[src/rtl/score_ram_sequencer.sv]
// Score-matrix RAM sequencer for the NW datapath: writes the gap boundary, then walks
// every inner cell issuing diag/left/up reads, a calculator start, and the score write-back.
module score_ram_sequencer #(
  parameter int N   = 4,
  parameter int GAP = 1,
  parameter int AW  = 5,
  parameter int IW  = 3
) (
  input  logic          clk,
  input  logic          rst,
  input  logic          start,
  output logic          busy,
  output logic          done,
  output logic [AW-1:0] ram_addr,
  output logic          ram_we,
  output logic [8:0]    ram_wdata,
  output logic          om_en_read,
  output logic [1:0]    om_count,
  output logic          calc_start,
  input  logic          calc_done,
  input  logic [8:0]    calc_score,
  output logic [IW-1:0] cur_i,
  output logic [IW-1:0] cur_j
);

  localparam int ROW = N + 1;
  localparam int CW  = (AW > 3) ? AW : 3;

  typedef enum logic [2:0] {
    S_IDLE, S_INIT, S_READ, S_DRAIN, S_CALC, S_WRITE, S_DONE
  } state_t;

  state_t        state_q, state_d;
  logic [CW-1:0] cnt_q, cnt_d;
  logic [IW-1:0] i_q, i_d, j_q, j_d;
  logic [8:0]    score_q, score_d;

  logic [31:0]   kf, ri, cj;
  logic [8:0]    mag;

  assign kf = 32'(cnt_q);
  assign ri = 32'(i_q);
  assign cj = 32'(j_q);

  always_ff @(posedge clk or posedge rst) begin
    if (rst) begin
      state_q <= S_IDLE;
      cnt_q   <= '0;
      i_q     <= '0;
      j_q     <= '0;
      score_q <= '0;
    end else begin
      state_q <= state_d;
      cnt_q   <= cnt_d;
      i_q     <= i_d;
      j_q     <= j_d;
      score_q <= score_d;
    end
  end

  // cnt_q is the boundary index in INIT and the cell phase c0..c6 afterwards
  always_comb begin
    state_d = state_q;
    cnt_d   = cnt_q;
    i_d     = i_q;
    j_d     = j_q;
    score_d = score_q;
    case (state_q)
      S_IDLE: begin
        if (start) begin
          state_d = S_INIT;
          cnt_d   = '0;
          i_d     = '0;
          j_d     = '0;
        end
      end
      S_INIT: begin
        if (cnt_q == CW'(2 * N)) begin
          state_d = S_READ;
          cnt_d   = '0;
          i_d     = IW'(1);
          j_d     = IW'(1);
        end else begin
          cnt_d = cnt_q + CW'(1);
        end
      end
      S_READ: begin
        cnt_d = cnt_q + CW'(1);
        if (cnt_q == CW'(2)) state_d = S_DRAIN;
      end
      S_DRAIN: begin
        cnt_d = cnt_q + CW'(1);
        if (cnt_q == CW'(4)) state_d = S_CALC;
      end
      S_CALC: begin
        if (calc_done) begin
          score_d = calc_score;
          state_d = S_WRITE;
        end else begin
          // parking past phase 5 keeps calc_start to the first CALC cycle
          cnt_d = CW'(6);
        end
      end
      S_WRITE: begin
        cnt_d = '0;
        if (i_q == IW'(N) && j_q == IW'(N)) begin
          state_d = S_DONE;
        end else begin
          state_d = S_READ;
          if (j_q == IW'(N)) begin
            j_d = IW'(1);
            i_d = i_q + IW'(1);
          end else begin
            j_d = j_q + IW'(1);
          end
        end
      end
      S_DONE:  state_d = S_IDLE;
      default: state_d = S_IDLE;
    endcase
  end

  always_comb begin
    busy       = 1'b0;
    done       = 1'b0;
    ram_addr   = '0;
    ram_we     = 1'b0;
    ram_wdata  = '0;
    om_en_read = 1'b0;
    om_count   = '0;
    calc_start = 1'b0;
    mag        = '0;
    case (state_q)
      S_INIT: begin
        busy   = 1'b1;
        ram_we = 1'b1;
        if (kf <= N) begin
          ram_addr = AW'(kf);
          mag      = 9'(kf * GAP);
        end else begin
          ram_addr = AW'((kf - N) * ROW);
          mag      = 9'((kf - N) * GAP);
        end
        ram_wdata = -mag;
      end
      S_READ: begin
        busy = 1'b1;
        case (cnt_q)
          CW'(0):  ram_addr = AW'((ri - 1) * ROW + cj - 1);
          CW'(1):  ram_addr = AW'(ri * ROW + cj - 1);
          default: ram_addr = AW'((ri - 1) * ROW + cj);
        endcase
        // read data returns one cycle later, so the manager index trails the address
        if (cnt_q != '0) begin
          om_en_read = 1'b1;
          om_count   = 2'(cnt_q - CW'(1));
        end
      end
      S_DRAIN: begin
        busy = 1'b1;
        if (cnt_q == CW'(3)) begin
          om_en_read = 1'b1;
          om_count   = 2'd2;
        end
      end
      S_CALC: begin
        busy       = 1'b1;
        calc_start = (cnt_q == CW'(5));
      end
      S_WRITE: begin
        busy      = 1'b1;
        ram_we    = 1'b1;
        ram_addr  = AW'(ri * ROW + cj);
        ram_wdata = score_q;
      end
      S_DONE:  done = 1'b1;
      default: ;
    endcase
  end

  assign cur_i = i_q;
  assign cur_j = j_q;

endmodule

[config.mk]
export PLATFORM = sky130hd
export DESIGN_NAME = score_ram_sequencer
export DESIGN_NICKNAME = d
export VERILOG_FILES = /design/src/rtl/score_ram_sequencer.sv
export SDC_FILE = /design/constraint.sdc
export NUM_CORES = 1
export LEC_CHECK = 0
export BUFFER_PORTS_ARGS = -buffer_cell sky130_fd_sc_hd__buf_4
export CAP_MARGIN = 40
export CORE_ASPECT_RATIO = 0.5
export CORE_MARGIN = 2
export CORE_UTILIZATION = 45
export CTS_CLUSTER_SIZE = 10
export DETAILED_ROUTE_END_ITERATION = 6
export PLACE_DENSITY = 0.63
export SYNTH_ARGS = -nofsm -noshare
export SYNTH_HDL_FRONTEND = slang
export SYNTH_SLANG_ARGS = --single-unit
[constraint.sdc]
create_clock -name clk -period 3.9 [get_ports clk]
set_input_delay 0.78 -clock clk [delete_from_list [all_inputs] [get_ports clk]]
set_output_delay 0.78 -clock clk [all_outputs]
set_load 0.005 [all_outputs]
==> qor.yml, run 1 <==
hp-class: "input pin to asynchronous set/reset pin"
ys.flop_type: "dfrtp_1"
clock_latency_ns: 0.27
synthToLayoutAreaGrowth_pct: 21.8
multiInputGateArea_um2: 1790
path_clk_slew_ns: 0.09
syn_area_um2: 2420
crit_path_max_incr_delay_ns: 0.48
synth.distinct_cells: 48
dp_hpwl_mm: 4.85
nNetsFinal: 375
critPathKind: "flop to output port"
die_w_um: 108
track_usage: 0.212
syn_area_per_cell_um2: 8.56
maxSlewViolCount: 0
slew_headroom: 0.561
power.leakage_nw: 1.49
rsz0062_at_grt: "yes"
design.die.area_um2: 6020
p_sw_frac: 0.480
startpoint: "cur_i[0]"
clock_power_share: 0.059
seqPwrFrac: 0.158
dp_slack_ns: 0.0740
dieHeight_um: 55.9
post-route-util: 0.585
power_density_nw_per_um2: 897
vias_per_cell: 5.64
finalCriticalPeriod_ns: 3.86
cts-root-buf: "clkbuf_8"
worstMarginPinSlew_ns: 0.656
coreArea_um2: 5040
wire_per_inst_um: 15.8
ys_top_cells_by_area: "dfrtp_1, ha_1, mux2_1, xnor2_1, o21ai_1"
switchingPower_mw: 1.27
synthDominantCellAreaShare: 0.237
diodes: 0
cts_buffer_depth: 2
status: "completed"
grt_pass1_vias: 2130
cp.arrival_ns: 3.08
hold_viol: 0
critical_path.most_common_cell: "ha_4"
drc: 0
grt_pass1_wl_mm: 10.2
htreeDepth: 1
yosysWarningCount: 0
drt_pre_antenna_iters: 4
gp_congestion: 0.872
drt-initial-drc-count: 130
setup_viol: 0
cp.required_ns: 3.12
io_buffer_count: 39
syn_inst: 283
final.setup_skew_ns: 0.00618
nFillCells: 486
grt_max_degree: 24
worst_slack_ns: 0.0360
drt_wl_total_mm: 6.20
overflow: 0
cp_max_fo: 3
yosysTopAreaCell: "dfrtp_1"
placementRows: 18
synth-seq-area-share: 0.237
start_util: 0.480
p_comb_frac: 0.783
clock_sinks: 23
io_pins: 40
max_freq_mhz: 259
worst_path_max_delay_cell: "fa_2"
finalSetupTns_ns: 0
ant_nets: 0
maxCapViolations: 0
ir_worst_vdd_uv: 395
synthArstFlopShare: 1.00
fin_crit_sh: 0.991
r2r_start: "cnt_q[0]"
cts_buffers: 3
antenna_found_initial: 0
synth_nets: 334
cts_tree: "built"
drive_gt1_frac: 0.223
crit_path_start_kind: "flop"
regArea_um2: 577
vias: 2215
critical_path.endpoint_type: "output port"
dp_cells: 387
final_common_cell: "buf_4"
final_cell_mix: "buf_4, ha_1, nor2_1"
cp_cell_sequence: "inv_2 -> ha_4 -> xor2_1 -> ha_1 -> ha_4 -> fa_2 -> or3_4 -> a21o_1 -> a221oi_2 -> o22ai_1 -> buf_4"
final_cells: 393
synth-seq-cells: 23
synth_edf_count: 0
p_int_mw: 1.38
==> worst paths after layout <==
path                       cells after the start  slack [ns]           to
min reg2reg                                    1        0.49   score_q[5]
min in group clk                               1        0.49   score_q[5]
max reg2reg                                    7        1.67     cur_i[0]
max in group asynchronous                      3        3.00     cnt_q[2]
min                                            2        0.48     cnt_q[1]
max                                           11        0.04  ram_addr[3]
==> repair_timing <==
item | CTS | global route
endpoints found under the setup margin | 2 | 2
pin swaps | 2 | 8
resized for setup | 5 | 8
buffers inserted | 1 | 1
hold buffers | 0 | 0
==> kinds of logic (layout without fill, tap and decap cells) <==
family	count (synthesis)	count (layout)	share of synthesized area
fa+ha+maj	38	38	0.202
simple gates	83	83	0.166
xor+xnor	18	18	0.0707
compound gates	73	73	0.192
flops	23	23	0.237
mux	19	19	0.0836
buf+inv	29	69	0.0485
==> cells in the mapped netlist, drive strengths merged, types with 2 or more instances <==
| cell type | instances |
|---|---|
| mux2 | 10 |
| nand2 | 19 |
| clkbuf | 7 |
| ha | 36 |
| nor2b | 3 |
| nor2 | 25 |
| o21ai | 24 |
| o22ai | 2 |
| fa | 2 |
| and2 | 2 |
| a211oi | 4 |
| nand3 | 10 |
| inv | 17 |
| nand2b | 4 |
| o2111ai | 2 |
| o21a | 2 |
| xnor2 | 12 |
| a21oi | 16 |
| o21bai | 3 |
| and3 | 4 |
| xor2 | 5 |
| buf | 5 |
| dfrtp | 23 |
| or3 | 2 |
| a21o | 8 |
| a22o | 2 |
| o211ai | 3 |
| or2 | 2 |
| mux2i | 9 |
| nor3 | 7 |
==> worst max-delay path, delay by kind of cell (launching register included) <==
kind            cells  cell delay (ns)
compound gates      3             0.53
xor+xnor            1             0.16
fa+ha+maj           4             1.16
simple gates        1             0.34
flops               1             0.39
buf+inv             2             0.24
==> state kept, by name, indices dropped and copies added (netlist names) <==
register and count:
cur_j 3, state_q 3, score_q 9, cur_i 3
cnt_q 5
==> layer usage <==
metal	wire length (um)	up-vias	track usage
met1	2850	1055	0.298
li1	-	1086	-
met5	0	-	0
met4	67	0	0.0385
met2	2960	66	0.350
met3	311	8	0.0316
==> per-stage QoR <==
stage	power, mW	cell area (um2)	hold WS, ns
global route	2.90	2950	0.495
global placement	2.29	2800	0.466
CTS	2.57	2910	0.475
floorplan	1.73	2420	0.457
detailed placement	2.34	2820	0.475
finish	2.65	2950	0.476
==> power groups by stage <==
stage	logic (mW)	clock network, mW	registers, mW
after floorplan	1.35	0	0.383
after global placement	1.87	0	0.417
after detailed placement	1.92	0	0.421
after CTS	1.99	0.163	0.417
after global routing	2.29	0.172	0.432
final	2.07	0.157	0.419
==> cell type report <==
cell class / instances / share of cell area
clock buffers: 3 / 0.0140
inverters: 17 / 0.0216
well taps: 70 / 0.0297
repair buffers: 48 / 0.129
flip-flops and latches: 23 / 0.195
clock inverters: 1 / 0.00254
multi-input cells: 231 / 0.608
No activity file was read; power rests on OpenSTA's default activity.
==> run 2, diff against run 1 <==
Settings changed: CORE_UTILIZATION 45 to 50, PLACE_DENSITY 0.63 to 0.69, SKIP_LAST_GASP from default to 1.
==> run 2 against run 1 <==
  * Global-route usage up 1.9 points
  * Setup slack better by 0.0089 ns
  * Clock-buffer cell count unchanged
  * Final cell count down 0.76%
  * Total power down 0.15%
==> qor.yml, run 2 (synthesis results as in run 1) <==
io_buffer_count: 39  # unchanged
multiInputGateArea_um2: 1810  # +0.84%
holdWs_ns: 0.418  # -0.0584 ns
critPathKind: "flop to output port"
hp-class: "input pin to asynchronous set/reset pin"
drive_gt1_frac: 0.225  # +0.00240
grt_max_degree: 24  # unchanged
antenna_found_initial: 0  # unchanged
cts_buffers: 3  # unchanged
overflow: 0  # unchanged
design.die.area_um2: 5450  # -9.5%
hold_viol: 0  # unchanged
final.setup_skew_ns: 0.00358  # -0.00261 ns
regMostFlops: "score_q"
dp_hpwl_mm: 4.59  # -5.4%
diodes: 0  # unchanged
drc: 0  # unchanged
r2r_slack_ns: 1.67  # about the same
drt_wl_total_mm: 6.07  # -2.0%
ir_worst_vdd_uv: 447  # +13%
track_usage: 0.231  # +0.0193
power_density_nw_per_um2: 891  # -0.70%
cts_hold_buf: 0  # unchanged
power.leakage_nw: 1.49  # +0.35%
wire_per_inst_um: 15.6  # -1.2%
final_common_cell: "buf_4"
fin_crit_sh: 0.988  # -0.00229
r2r_start: "cur_j[0]"
dieHeight_um: 53.2  # -4.8%
cts_buffer_depth: 2  # unchanged
cp.required_ns: 3.12  # about the same
worstMarginPinSlew_ns: 0.700  # +0.0436 ns
htreeDepth: 1  # unchanged
regArea_um2: 576  # -0.22%
gp_congestion: 0.869  # -0.32%
grt_pass1_vias: 2001  # -6.1%
max_freq_mhz: 259  # +0.23%
clock_latency_ns: 0.27  # about the same
drt-initial-drc-count: 115  # -12%
worst_slack_ns: 0.0449  # +0.00893 ns
maxSlewViolCount: 0  # unchanged
synthToLayoutAreaGrowth_pct: 22.5
status: "completed"
die_w_um: 102  # -4.9%
cts-root-buf: "clkbuf_8"
dpl_cell_area_um2: 2820  # -0.18%
finalCriticalPeriod_ns: 3.86  # -0.00893 ns
vias_per_cell: 5.69  # +1.0%
largest_reg_flops: 9  # unchanged
drt_pre_antenna_iters: 4  # unchanged
rsz0062_at_grt: "yes"
crit_path_start_kind: "flop"
nFillCells: 396  # -19%
cp_max_fo: 3  # unchanged
ant_nets: 0  # unchanged
nNetsFinal: 376  # +0.27%
placementRows: 17  # -1
grt_pass1_wl_mm: 9.67  # -5.3%
path_clk_slew_ns: 0.09  # about the same
timing.rr.end: "cur_i[0]"
critical_path.endpoint_type: "output port"
reg2reg_depth: 8  # +1
final_cell_mix: "buf_4, ha_1, nor2_1"
slew_headroom: 0.532  # -0.0291
postLayoutCellArea_um2: 2970  # +0.55%
setup_viol: 0  # unchanged
dp_slack_ns: 0.0967  # +0.0227 ns
cp.arrival_ns: 3.08  # about the same
top_regs: "score_q: 9 flops, cnt_q: 5 flops"
coreArea_um2: 4530  # -10%
cts_tree: "built"
maxCapViolations: 0  # unchanged
clock_sinks: 23  # unchanged
vias: 2221  # +0.27%
start_util: 0.535  # +0.0545
io_pins: 40  # unchanged
[run 2: cell types whose count changed in the layout (fill, tap and decap cells not counted)]
cell	delta
a211oi_1	+1
a211oi_2	-1
buf_4	+1
dfrtp_1	+1
dfrtp_2	-1
ha_1	-1
ha_4	+1
nor3b_1	-1
nor3b_2	+1
or3_1	+1
or3_4	-1
xor2_1	-1
xor2_2	+1
[run 2: through the flow]
step	setup TNS (ns)	power, mW	cells	util
after detailed placement	0	2.31	383	0.622
after global placement	0	2.27	382	0.616
after CTS	0	2.53	389	0.640
final	0	2.64	390	0.655
after global routing	-0.0881	2.91	390	0.655
after floorplan	0	1.73	283	-
[run 2: area by class of cell]
type                    count  share of cell area
flip-flops and latches     23               0.194
well taps                  66              0.0278
repair buffers             49               0.131
clock inverters             1             0.00253
inverters                  17              0.0215
clock buffers               3              0.0139
multi-input cells         231               0.610
[run 2: where the power goes]
part	switching (mW)	leakage, nW	internal, mW
logic	1.06	1.17	1.01
clock network	0.0829	0.0217	0.0724
registers	0.110	0.307	0.308
total	1.25	1.49	1.40
[run 2: what timing repair did]
| item | 4_1_cts | 5_1_grt |
|---|---|---|
| resized for setup | 4 | 9 |
| endpoints found under the setup margin | 2 | 3 |
| setup buffers | 2 | 1 |
| gates cloned | 0 | 0 |
| pin swaps | 3 | 2 |
[run 2: worst max-delay path by stage]
stage	from	end	slack, ns	cells past startpoint
after floorplan	cur_i[0]	ram_addr[3]	0.19	10
after global placement	cur_i[0]	ram_addr[3]	0.17	11
after detailed placement	cur_i[0]	ram_addr[3]	0.1	11
after CTS	cur_i[0]	ram_addr[3]	0.01	11
after global routing	cur_i[0]	ram_addr[3]	-0.05	11
final	cur_i[0]	ram_addr[3]	0.04	11
[run 2: critical path, stage by stage (launching register included)]
cell	delay (ns)
dfrtp_1	0.40
inv_2	0.10
ha_4	0.16
xor2_2	0.16
ha_1	0.28
ha_4	0.29
fa_2	0.44
or3_1	0.33
a21o_1	0.20
a221oi_2	0.20
o22ai_1	0.10
buf_4	0.14
[run 2: per-layer routing]
| metal | part of all wire | wire length [um] | GRT usage | vias up |
|---|---|---|---|---|
| li1 | - | - | - | 1081 |
| met3 | 0.066 | 399 | 0.0396 | 4 |
| met4 | 0.0068 | 41 | 0.0156 | 0 |
| met5 | 0 | 0 | 0 | - |
| met2 | 0.47 | 2830 | 0.398 | 80 |
| met1 | 0.46 | 2800 | 0.321 | 1056 |
